**src/rtl/alu8085_pkg.sv**
```systemverilog
`default_nettype none
// ============================================================================
// Module   : alu8085_pkg
// Purpose  : Shared ALU op encoding, opcode/funct fields, flag indices and
//            execute-stage FSM states for the 8085-style pipeline.
// Revision : 1.0
// ============================================================================
package alu8085_pkg;

    typedef enum logic [3:0] {
        OP_ADD = 4'd0,
        OP_SUB = 4'd1,
        OP_AND = 4'd2,
        OP_OR  = 4'd3,
        OP_XOR = 4'd4,
        OP_ADC = 4'd5,
        OP_SBB = 4'd6,
        OP_CMP = 4'd7,
        OP_MUL = 4'd8,
        OP_ILL = 4'd9
    } alu_op_e;

    typedef enum logic [1:0] {
        ST_IDLE  = 2'd0,
        ST_MUL   = 2'd1,
        ST_MDONE = 2'd2
    } state_e;

    localparam logic [4:0] c_OPC_RTYPE_MAX = 5'd3;
    localparam logic [4:0] c_OPC_EXT       = 5'd4;
    localparam logic [4:0] c_OPC_AND       = 5'd9;
    localparam logic [4:0] c_OPC_OR        = 5'd10;
    localparam logic [4:0] c_OPC_XOR       = 5'd11;
    localparam logic [4:0] c_OPC_CMP       = 5'd13;

    localparam logic [4:0] c_FN_AND        = 5'd6;
    localparam logic [4:0] c_FN_OR         = 5'd7;
    localparam logic [4:0] c_FN_XOR        = 5'd8;
    localparam logic [4:0] c_FN_MUL        = 5'd13;
    localparam logic [4:0] c_FN_ADC        = 5'd14;
    localparam logic [4:0] c_FN_SBB        = 5'd15;
    localparam logic [4:0] c_FN_EXT_OR     = 5'd12;

    // Flag vector layout is {S,Z,AC,P,CY}
    localparam int c_FLAG_CY = 0;
    localparam int c_FLAG_P  = 1;
    localparam int c_FLAG_AC = 2;
    localparam int c_FLAG_Z  = 3;
    localparam int c_FLAG_S  = 4;

    function automatic logic even_parity8(input logic [7:0] v);
        return ~^v;
    endfunction

endpackage
`default_nettype wire

```
**src/rtl/alu_decode_8085.sv**
```systemverilog
`default_nettype none
// ============================================================================
// Module   : alu_decode_8085
// Purpose  : Combinational opcode/funct to ALU-op decoder with write-back
//            enable and illegal-encoding detection.
// Revision : 1.0
// ============================================================================
module alu_decode_8085
    import alu8085_pkg::*;
#(
    parameter bit MUL_EN = 1'b1
) (
    input  logic [4:0] opcode,
    input  logic [4:0] funct,
    output alu_op_e    op,
    output logic       wb_en,
    output logic       illegal
);

    always_comb begin
        op = OP_ILL;
        if (opcode <= c_OPC_RTYPE_MAX) begin
            case (funct)
                5'd0, 5'd1, 5'd4:        op = OP_ADD;
                5'd2, 5'd3, 5'd5, 5'd9:  op = OP_SUB;
                c_FN_AND:                op = OP_AND;
                c_FN_OR:                 op = OP_OR;
                c_FN_XOR:                op = OP_XOR;
                c_FN_MUL:                op = MUL_EN ? OP_MUL : OP_ILL;
                c_FN_ADC:                op = OP_ADC;
                c_FN_SBB:                op = OP_SBB;
                default:                 op = OP_ILL;
            endcase
        end else begin
            case (opcode)
                5'd5, 5'd6, 5'd15, 5'd16, 5'd17, 5'd18: op = OP_ADD;
                5'd7, 5'd8, 5'd12:                      op = OP_SUB;
                c_OPC_AND:                              op = OP_AND;
                c_OPC_OR:                               op = OP_OR;
                c_OPC_XOR:                              op = OP_XOR;
                c_OPC_CMP:                              op = OP_CMP;
                c_OPC_EXT: begin
                    if (funct == c_FN_EXT_OR)
                        op = OP_OR;
                    else if (funct == 5'd10 || funct == 5'd11)
                        op = OP_XOR;
                    else
                        op = OP_ILL;
                end
                default: op = OP_ILL;
            endcase
        end
    end

    assign illegal = (op == OP_ILL);
    assign wb_en   = (op != OP_ILL) && (op != OP_CMP);

endmodule
`default_nettype wire

```
**src/rtl/alu_ex_stage_8085.sv**
```systemverilog
`default_nettype none
// ============================================================================
// Module   : alu_ex_stage_8085
// Purpose  : Execute stage: decode, ALU datapath, shift-add multiplier,
//            persistent flag register and valid/ready output register.
// Revision : 1.0
// ============================================================================
module alu_ex_stage_8085
    import alu8085_pkg::*;
#(
    parameter int DATA_W = 8,
    parameter bit MUL_EN = 1'b1
) (
    input  logic              clk,
    input  logic              rst,
    input  logic              flush,
    input  logic              in_valid,
    output logic              in_ready,
    input  logic [4:0]        opcode,
    input  logic [4:0]        funct,
    input  logic [DATA_W-1:0] a,
    input  logic [DATA_W-1:0] b,
    output logic              out_valid,
    input  logic              out_ready,
    output logic [DATA_W-1:0] result,
    output logic [DATA_W-1:0] result_hi,
    output logic [4:0]        flags,
    output logic              wb_en,
    output logic              illegal,
    output logic              busy
);

    localparam int c_CNT_W = $clog2(DATA_W) + 1;

    state_e                r_state;
    logic                  r_out_valid;
    logic [DATA_W-1:0]     r_result;
    logic [DATA_W-1:0]     r_result_hi;
    logic [4:0]            r_flags;
    logic                  r_wb_en;
    logic                  r_illegal;
    logic [2*DATA_W-1:0]   r_mcand;
    logic [DATA_W-1:0]     r_mplier;
    logic [2*DATA_W-1:0]   r_prod;
    logic [c_CNT_W-1:0]    r_cnt;

    alu_op_e               w_op;
    logic                  w_wb_en;
    logic                  w_illegal;
    logic                  w_accept;
    logic                  w_out_free;
    logic                  w_is_sub;
    logic                  w_ci;
    logic [DATA_W-1:0]     w_b_eff;
    logic [DATA_W:0]       w_sum;
    logic [4:0]            w_nib;
    logic [DATA_W-1:0]     w_res;
    logic                  w_cy;
    logic                  w_ac;
    logic [4:0]            w_new_flags;
    logic [2*DATA_W-1:0]   w_prod_next;
    logic [4:0]            w_mul_flags;

    alu_decode_8085 #(
        .MUL_EN (MUL_EN)
    ) u_decode (
        .opcode  (opcode),
        .funct   (funct),
        .op      (w_op),
        .wb_en   (w_wb_en),
        .illegal (w_illegal)
    );

    assign w_out_free = !r_out_valid || out_ready;
    assign in_ready   = (r_state == ST_IDLE) && w_out_free && !flush;
    assign w_accept   = in_valid && in_ready;

    // Subtracts run as a + ~b + carry, so the borrow is the inverted carry
    assign w_is_sub = (w_op == OP_SUB) || (w_op == OP_SBB) || (w_op == OP_CMP);
    always_comb begin
        w_ci = 1'b0;
        case (w_op)
            OP_ADC:         w_ci = r_flags[c_FLAG_CY];
            OP_SUB, OP_CMP: w_ci = 1'b1;
            OP_SBB:         w_ci = !r_flags[c_FLAG_CY];
            default:        w_ci = 1'b0;
        endcase
    end

    assign w_b_eff = w_is_sub ? ~b : b;
    assign w_sum   = {1'b0, a} + {1'b0, w_b_eff} + (DATA_W+1)'(w_ci);
    assign w_nib   = {1'b0, a[3:0]} + {1'b0, w_b_eff[3:0]} + 5'(w_ci);

    always_comb begin
        w_res = w_sum[DATA_W-1:0];
        w_cy  = 1'b0;
        w_ac  = 1'b0;
        case (w_op)
            OP_ADD, OP_ADC: begin
                w_cy = w_sum[DATA_W];
                w_ac = w_nib[4];
            end
            OP_SUB, OP_SBB, OP_CMP: w_cy = !w_sum[DATA_W];
            OP_AND: begin
                w_res = a & b;
                w_ac  = 1'b1;
            end
            OP_OR:   w_res = a | b;
            OP_XOR:  w_res = a ^ b;
            default: w_res = '0;
        endcase
    end

    assign w_new_flags = {w_res[DATA_W-1], (w_res == '0), w_ac,
                          even_parity8(w_res[7:0]), w_cy};

    assign w_prod_next = r_prod + (r_mplier[0] ? r_mcand : '0);
    assign w_mul_flags = {r_prod[DATA_W-1], (r_prod == '0), 1'b0,
                          even_parity8(r_prod[7:0]),
                          (r_prod[2*DATA_W-1:DATA_W] != '0)};

    always_ff @(posedge clk) begin
        if (rst) begin
            r_state     <= ST_IDLE;
            r_out_valid <= 1'b0;
            r_result    <= '0;
            r_result_hi <= '0;
            r_flags     <= '0;
            r_wb_en     <= 1'b0;
            r_illegal   <= 1'b0;
            r_mcand     <= '0;
            r_mplier    <= '0;
            r_prod      <= '0;
            r_cnt       <= '0;
        end else if (flush) begin
            r_state     <= ST_IDLE;
            r_out_valid <= 1'b0;
        end else begin
            if (r_out_valid && out_ready)
                r_out_valid <= 1'b0;
            case (r_state)
                ST_IDLE: begin
                    if (w_accept) begin
                        if (w_op == OP_MUL) begin
                            r_mcand  <= {{DATA_W{1'b0}}, a};
                            r_mplier <= b;
                            r_prod   <= '0;
                            r_cnt    <= '0;
                            r_state  <= ST_MUL;
                        end else begin
                            r_out_valid <= 1'b1;
                            r_result    <= w_res;
                            r_result_hi <= '0;
                            r_wb_en     <= w_wb_en;
                            r_illegal   <= w_illegal;
                            if (!w_illegal)
                                r_flags <= w_new_flags;
                        end
                    end
                end
                ST_MUL: begin
                    r_prod   <= w_prod_next;
                    r_mcand  <= r_mcand << 1;
                    r_mplier <= r_mplier >> 1;
                    r_cnt    <= r_cnt + 1'b1;
                    if (r_cnt == c_CNT_W'(DATA_W - 1))
                        r_state <= ST_MDONE;
                end
                ST_MDONE: begin
                    if (w_out_free) begin
                        r_out_valid <= 1'b1;
                        r_result    <= r_prod[DATA_W-1:0];
                        r_result_hi <= r_prod[2*DATA_W-1:DATA_W];
                        r_flags     <= w_mul_flags;
                        r_wb_en     <= 1'b1;
                        r_illegal   <= 1'b0;
                        r_state     <= ST_IDLE;
                    end
                end
                default: r_state <= ST_IDLE;
            endcase
        end
    end

    assign out_valid = r_out_valid;
    assign result    = r_result;
    assign result_hi = r_result_hi;
    assign flags     = r_flags;
    assign wb_en     = r_wb_en;
    assign illegal   = r_illegal;
    assign busy      = (r_state != ST_IDLE);

endmodule
`default_nettype wire

```
**config.mk**
```make
export PLATFORM = sky130hd
export DESIGN_NAME = alu_ex_stage_8085
export DESIGN_NICKNAME = d
export VERILOG_FILES = /design/src/rtl/alu8085_pkg.sv /design/src/rtl/alu_decode_8085.sv /design/src/rtl/alu_ex_stage_8085.sv
export SDC_FILE = /design/constraint.sdc
export NUM_CORES = 1
export LEC_CHECK = 0
export CAP_MARGIN = 20
export CORE_MARGIN = 1.5
export CORE_UTILIZATION = 60
export DETAILED_ROUTE_END_ITERATION = 10
export PLACE_DENSITY = 0.8
export SYNTH_ARGS = -nofsm -noshare
export SYNTH_HDL_FRONTEND = slang
export SYNTH_SLANG_ARGS = --single-unit
```
**constraint.sdc**
```tcl
create_clock -name clk -period 9.2 [get_ports clk]
set_input_delay 1.84 -clock clk [delete_from_list [all_inputs] [get_ports clk]]
set_output_delay 1.84 -clock clk [all_outputs]
set_load 0.05 [all_outputs]
```
Word level (Yosys, flattened, before mapping)
Memories as Yosys holds them, arrays and structs flattened. Cells that the tools add are included.

Muxes and demuxes: 54. Bitwise logic cells: 5. Eq/ne operators: 37. $add $sub $neg: 6. $lt $le $gt $ge: 1. Reductions and logical operators: 34.

Operator list (number): 16-bit 2-to-1 mux (5); 8-bit 2-to-1 mux (9); 16-bit one-hot mux with 2 select lines (2); 5-bit by 4-bit == test with 1-bit output (second input constant) (10); 8-bit one-hot mux with 2 select lines (3); 8-bit one-hot mux with 4 select lines (1); 4-bit one-hot mux with 7 select lines (1); 4-bit 2-to-1 mux (6); 4-bit by 3-bit == test with 1-bit output (second input constant) (5); 5-bit by 3-bit == test with 1-bit output (second input constant) (4); 5-bit 2-to-1 mux (4); 16-bit adder (1); 16-bit zero test (1); 8-bit XNOR reduction (2); 5-bit == test (second input constant) (3); 1-bit 2-to-1 mux (10); 2-bit inequality test (second input constant) (5); 1-bit one-hot mux with 2 select lines (5); 5-bit one-hot mux with 2 select lines (1); 8-bit by 8-bit adder with 9-bit output (1); 9-bit by 1-bit adder with 9-bit output (1); 8-bit bitwise AND (1); 4-bit by 2-bit == test with 1-bit output (second input constant) (2); 4-bit == test (second input constant) (2); other kinds (33) (52).

Memory bits (read-only): 64. Flip-flop bits (word level): 70. Output and inout port bits: 26. Memories kept: 1. Input bits: 31.

Memories: (name not given) (words 16, width 4, rd ports 1, clocked after memory_dff 0, write ports 0, RTL line alu_decode_8085.sv:23) `case (funct)`.

Logic depth before layout (Yosys ltp)
Depth after elaboration: 18. Depth in mapped cells: 23. Gate-level depth less buffers: 22.

By module
From an unflattened synthesis, not the netlist that was laid out.

Cell total of the unflattened synthesis: 663. Area, all modules: 5238.8 µm².

By module, submodules not included: alu_ex_stage_8085 (sequential area each 1401.3 µm², cells each 614, area each 4884.7 µm², times used 1); alu_decode_8085 (sequential area each 0.0 µm², cells each 49, area each 354.1 µm², times used 1).

Least setup slack after synthesis
OpenSTA, ideal clock, no wires.

Kind: input -> register. Start: in opcode[4]. End: reg r_flags[1] (netlist: flags[1]). Stages on the path: 23. Path slack: 2.614 ns. Setup time: 0.134 ns. Arrival: 6.452 ns. Buffers on the path: 3. Path through: buf_2 or3_2 o41ai_1 o31a_1 buf_2 buf_2 a21oi_1 nor2_2 xnor2_1 fa_1 fa_1 a21o_1 a211oi_1 nor2_1 nor2_1 xnor2_1 a222oi_1 ha_1 xnor2_1 xnor2_1 nor2_1 a21oi_1 a211oi_2.

Longest elaborated chain between the ends: 16. Elaborated cells between the ends (all ways): 46. Classes of those cells: add/sub: 2; order compare: 1; eq/ne: 25; mux: 9; reduce/logical: 9.

RTL lines: start: declaration (RTL line alu_ex_stage_8085.sv:19) `input logic [4:0] opcode,`; 5-bit by 3-bit == test with 1-bit output (tied with other cells) (RTL line alu_decode_8085.sv:35) `case (opcode)`; 6-bit OR reduction / 3-bit OR reduction (equally long branches) (RTL line alu_decode_8085.sv:35); 4-bit one-hot mux with 7 select lines (RTL line alu_decode_8085.sv:35); 4-bit 2-to-1 mux * (RTL line alu_decode_8085.sv:22) `if (opcode <= c_OPC_RTYPE_MAX) begin`; 4-bit by 1-bit == test with 1-bit output / 4-bit by 3-bit == test with 1-bit output (equally long branches) (RTL line alu_ex_stage_8085.sv:79, alu_ex_stage_8085.sv:82, alu_ex_stage_8085.sv:98); 1-bit logical OR (2 in series) (RTL line alu_ex_stage_8085.sv:79) `assign w_is_sub = (w_op == OP_SUB) || (w_op == OP_SBB) || (w_op == OP_CMP);`; 8-bit 2-to-1 mux (RTL line alu_ex_stage_8085.sv:90) `assign w_b_eff = w_is_sub ? ~b : b;`; 8-bit by 8-bit adder with 9-bit output (RTL line alu_ex_stage_8085.sv:91) `assign w_sum = {1'b0, a} + {1'b0, w_b_eff} + (DATA_W+1)'(w_ci);`; 9-bit by 1-bit adder with 9-bit output (RTL line alu_ex_stage_8085.sv:91); 8-bit one-hot mux with 4 select lines (RTL line alu_ex_stage_8085.sv:98) `case (w_op)`; 8-bit XNOR reduction (RTL line alu8085_pkg.sv:52) `return ~^v;`; 5-bit 2-to-1 mux (RTL line alu_ex_stage_8085.sv:156) `if (!w_illegal)`; 5-bit 2-to-1 mux (RTL line alu_ex_stage_8085.sv:144) `if (w_op == OP_MUL) begin`; 5-bit 2-to-1 mux (RTL line alu_ex_stage_8085.sv:143) `if (w_accept) begin`; 5-bit one-hot mux with 2 select lines (RTL line alu_ex_stage_8085.sv:141) `case (r_state)`; end signal: assignment (RTL line alu_ex_stage_8085.sv:157) `r_flags <= w_new_flags;`; end signal: assignment (RTL line alu_ex_stage_8085.sv:174) `r_flags <= w_mul_flags;`; end: declaration (RTL line alu_ex_stage_8085.sv:39) `logic [4:0] r_flags;`.

Every way passes the cells marked *; elsewhere a longest branch is shown, timed or not. The select of a mux whose other input is x is not followed. A chain may end at the register's enable or synchronous reset.

Worst setup path in the final report
Start: in funct[2]. End: reg r_flags[1] (netlist: flags[1]).

Longest elaborated chain between the ends: 18. Elaborated cells between the ends (all ways): 37. Classes of those cells: add/sub: 2; eq/ne: 14; mux: 12; reduce/logical: 8; memory: 1.

RTL lines: start: declaration (RTL line alu_ex_stage_8085.sv:20) `input logic [4:0] funct,`; 5-bit by 4-bit == test with 1-bit output (RTL line alu_decode_8085.sv:45) `else if (funct == 5'd10 || funct == 5'd11)`; 1-bit logical OR (RTL line alu_decode_8085.sv:45); 4-bit 2-to-1 mux (RTL line alu_decode_8085.sv:45); 4-bit 2-to-1 mux (RTL line alu_decode_8085.sv:43) `if (funct == c_FN_EXT_OR)`; 4-bit one-hot mux with 7 select lines (RTL line alu_decode_8085.sv:35); 4-bit 2-to-1 mux * (RTL line alu_decode_8085.sv:22); 4-bit by 1-bit == test with 1-bit output / 4-bit by 3-bit == test with 1-bit output (equally long branches) (RTL line alu_ex_stage_8085.sv:79, alu_ex_stage_8085.sv:82, alu_ex_stage_8085.sv:98); 1-bit logical OR (2 in series) (RTL line alu_ex_stage_8085.sv:79); 8-bit 2-to-1 mux (RTL line alu_ex_stage_8085.sv:90); 8-bit by 8-bit adder with 9-bit output (RTL line alu_ex_stage_8085.sv:91); 9-bit by 1-bit adder with 9-bit output (RTL line alu_ex_stage_8085.sv:91); 8-bit one-hot mux with 4 select lines (RTL line alu_ex_stage_8085.sv:98); 8-bit XNOR reduction (RTL line alu8085_pkg.sv:52); 5-bit 2-to-1 mux (RTL line alu_ex_stage_8085.sv:156); 5-bit 2-to-1 mux (RTL line alu_ex_stage_8085.sv:144); 5-bit 2-to-1 mux (RTL line alu_ex_stage_8085.sv:143); 5-bit one-hot mux with 2 select lines (RTL line alu_ex_stage_8085.sv:141).

Marked as above.

==> run_results.csv <==
group,metric,value,unit
sta,hold-worst-slack,0.4588,ns
layout,post_route_cells_drive_above_1_share,0.06519,
layout,fillers,689,
global_routing,grt.overflow.total,0,
run_status,status,"finished clean",
sta,fin_tns_setup,0,ns
global_routing,grt_pass1_wl,22650,um
logic_synthesis,syn_nets,718,
logic_synthesis,ys_ff_latch,70,
die,die-width,96.10,um
logic_synthesis,async_flop_share,0,
sta,worstMarginPinSlew,1.009,ns
route,vias,5038,
cts,clkLatencyLatePin,0.36,ns
cts,clock_sinks,70,
logic_synthesis,synth_cells,636,
cts,postCtsSetupBuffers,0,
sta,slew_violations,0,
sta,post-route-min-period,7.426,ns
route,drt_pre_antenna_iters,5,
layout,seq_area,1401,um^2
cts,cts_tree,"yes",
layout,multi_input_area,3473,um^2
place,place_hpwl,9984,um
cts,cts-htree-levels,3,
logic_synthesis,synth_ff_type,"dfxtp_1",
cts,root_buffer,"clkbuf_8",
die,rows,33,
sta,max-slew-margin-rel,0.3275,
route,viasPerCell,6.459,
critical_path,cp-start-kind,"input pin",
global_routing,grt_max_degree,61,
logic_synthesis,ys_seq_area_frac,0.2695,
global_routing,grt_pass1_vias,4704,
cts,numCtsBuffers,9,
sta,period_share,0.8072,
power_and_ir_drop,power.leakage,2.335,nW
logic_synthesis,syn-mean-instance-area,8.176,um^2
logic_synthesis,syn_area,5200,um^2
logic_synthesis,yosysWarnings,0,
route,m1WireLength,6011,um
run,drv_cap,0,
die,fp.coreArea,8299,um^2
layout,fin_nets,752,
route,top_layer_used,"met4",
power_and_ir_drop,ir_drop,0.1019,mV
logic_synthesis,synth_top_area_frac,0.2695,
cts,clk_pin_slew,0.08,ns
route,drcViolationCount,0,
route,route.detailed.wl_per_inst,17.77,um
die,fp.dieH,96.10,um
sta,hold_viol,0,
critical_path,critPathKind,"in2reg",
route,route.met2.wl,6691,um
critical_path,crit_path_end_kind,"register",
global_routing,grt_use_total,0.3171,
global_routing,antenna_found_initial,0,
cts,cts_buffer_depth,2,
sta,fin_skew,0.006413,ns
critical_path,path_max_fanout,22,
route,ant_nets,0,
route,wl_met3,810,um
layout,n_antenna_cell,0,
power_and_ir_drop,p_per_area,135.6,nW/um^2
logic_synthesis,synth_top_area_cell,"dfxtp_1",
logic_synthesis,synthTopCellsByArea,"dfxtp_1, ha_1, a21oi_1",
critical_path,critical_path_required,9.42,ns
route,wirelength,13860,um
place,io_buffer_count,56,
cts,hold_buffers,0,
place,globalplace.congestion,0.9593,
layout,synthToLayoutAreaGrowth,14.36,%
sta,rsz0062_at_grt,"false",
route,initialDrtViolationCount,334,
sta,setup_viol,0,
cts,cts_resized,0,
die,io-pin-count,57,
logic_synthesis,netlist-cell-type-count,70,
logic_synthesis,synth_edf_count,0,
die,dieArea,9234,um^2
sta,fmax,0.1347,GHz
critical_path,worstPathArrival,7.64,ns
hold_path,hold_class,"reg2reg",
die,start_util,0.6266,
routing by layer:
layer / vias to the layer above / GRT usage
li1: 2422 / -
met1: 2384 / 0.4133
met2: 198 / 0.5205
met3: 34 / 0.05055
met4: 0 / 0.1287
met5: - / 0
placed cells by master (no fill, tap or decap), types with 8 or more instances in the layout:
cell type	count
dfxtp_1	70
a21oi_1	63
clkdlybuf4s50_1	55
ha_1	48
o21ai_0	45
inv_1	40
nand2_1	34
nor2_1	30
nand4_1	29
xnor2_1	27
and2_1	19
nor3_1	14
mux2i_1	13
nand3_1	12
a21o_1	12
a22oi_1	12
a211oi_1	10
xor2_1	9
clkbuf_8	9
o221ai_1	8
where the power goes:
group	switching, W	internal [W]
clock network	0.000125	0.000126
logic	0.000141	0.0000999
registers	0.00000474	0.000309
total	0.000271	0.000535
metrics by stage:
step	total power, W	util	instances	instance area, um^2	worst slack [ns]
6_report	0.0008062	0.7166	780	5947	1.774
5_1_grt	0.0008422	0.7166	780	5947	1.311
4_1_cts	0.0008066	0.7166	780	5947	1.828
3_5_place_dp	0.0005565	0.6937	764	5757	1.445
3_3_place_gp	0.0005517	0.6937	764	5757	1.660
2_1_floorplan	0.0004942	-	636	5200	2.614
path summary, 6_finish.rpt:
| kind | start | cells past startpoint | slack, ns | to |
|---|---|---|---|---|
| max reg2reg | flags[0] | 17 | 5.43 | flags[1] |
| max | funct[2] | 21 | 1.77 | flags[1] |
| min | result_hi[7] | 2 | 0.46 | result_hi[7] |
| min reg2reg | result_hi[7] | 2 | 0.46 | result_hi[7] |
cell families after synthesis:
kind of cell               after synthesis  share of synthesized area
AOI/OAI and AO/OA                      203                     0.2563
xor gates and xnor gates                36                    0.06064
adders and majority gates               51                     0.1270
buffers and inverters                   79                    0.06400
DFF                                     70                     0.2695
muxes                                   13                    0.02502
and+or+nand+nor                        184                     0.1975
critical path, stage by stage:
cell and delay, ns:
clkdlybuf4s50_1 0.60, and4bb_2 0.31, o41ai_1 0.28, o31a_1 0.86
a21oi_1 0.22, nor2_2 0.47, xnor2_1 0.19, fa_1 0.46
fa_1 0.41, a21o_1 0.19, a211oi_1 0.24, nor2_1 0.10
nor2_1 0.12, xnor2_1 0.08, a222oi_1 0.32, ha_1 0.31
xnor2_1 0.19, xnor2_1 0.13, nor2_1 0.05, a21oi_1 0.17
a211oi_2 0.09
layout make-up:
class                           instances  share of cell area
Clock buffer                           11             0.02209
Clock inverter                          5            0.009888
Inverter                               40             0.02525
Multi-Input combinational cell        487              0.5841
Sequential cell                        70              0.2356
Tap cell                              105             0.02209
Timing Repair Buffer                   62              0.1010
state kept, by name (all words and copies together), names as in the netlist:
name	cells
r_mplier	8
r_mcand	16
r_prod	16
flags	5
illegal	1
r_cnt	4
result	8
out_valid	1
result_hi	8
r_state	2
wb_en	1
cells in the mapped netlist, types with 8 or more instances:
cell / instances
a22oi_1: 12
a21oi_1: 64
nor2_1: 30
xnor2_1: 27
dfxtp_1: 70
ha_1: 48
nand4_1: 29
clkbuf_1: 27
a211oi_1: 10
mux2i_1: 13
o221ai_1: 8
nor3_1: 14
nand3_1: 12
inv_1: 40
xor2_1: 9
and2_1: 19
nand2_1: 34
o21ai_0: 45
a21o_1: 12
Note: power is estimated with default switching activity, not from simulation.
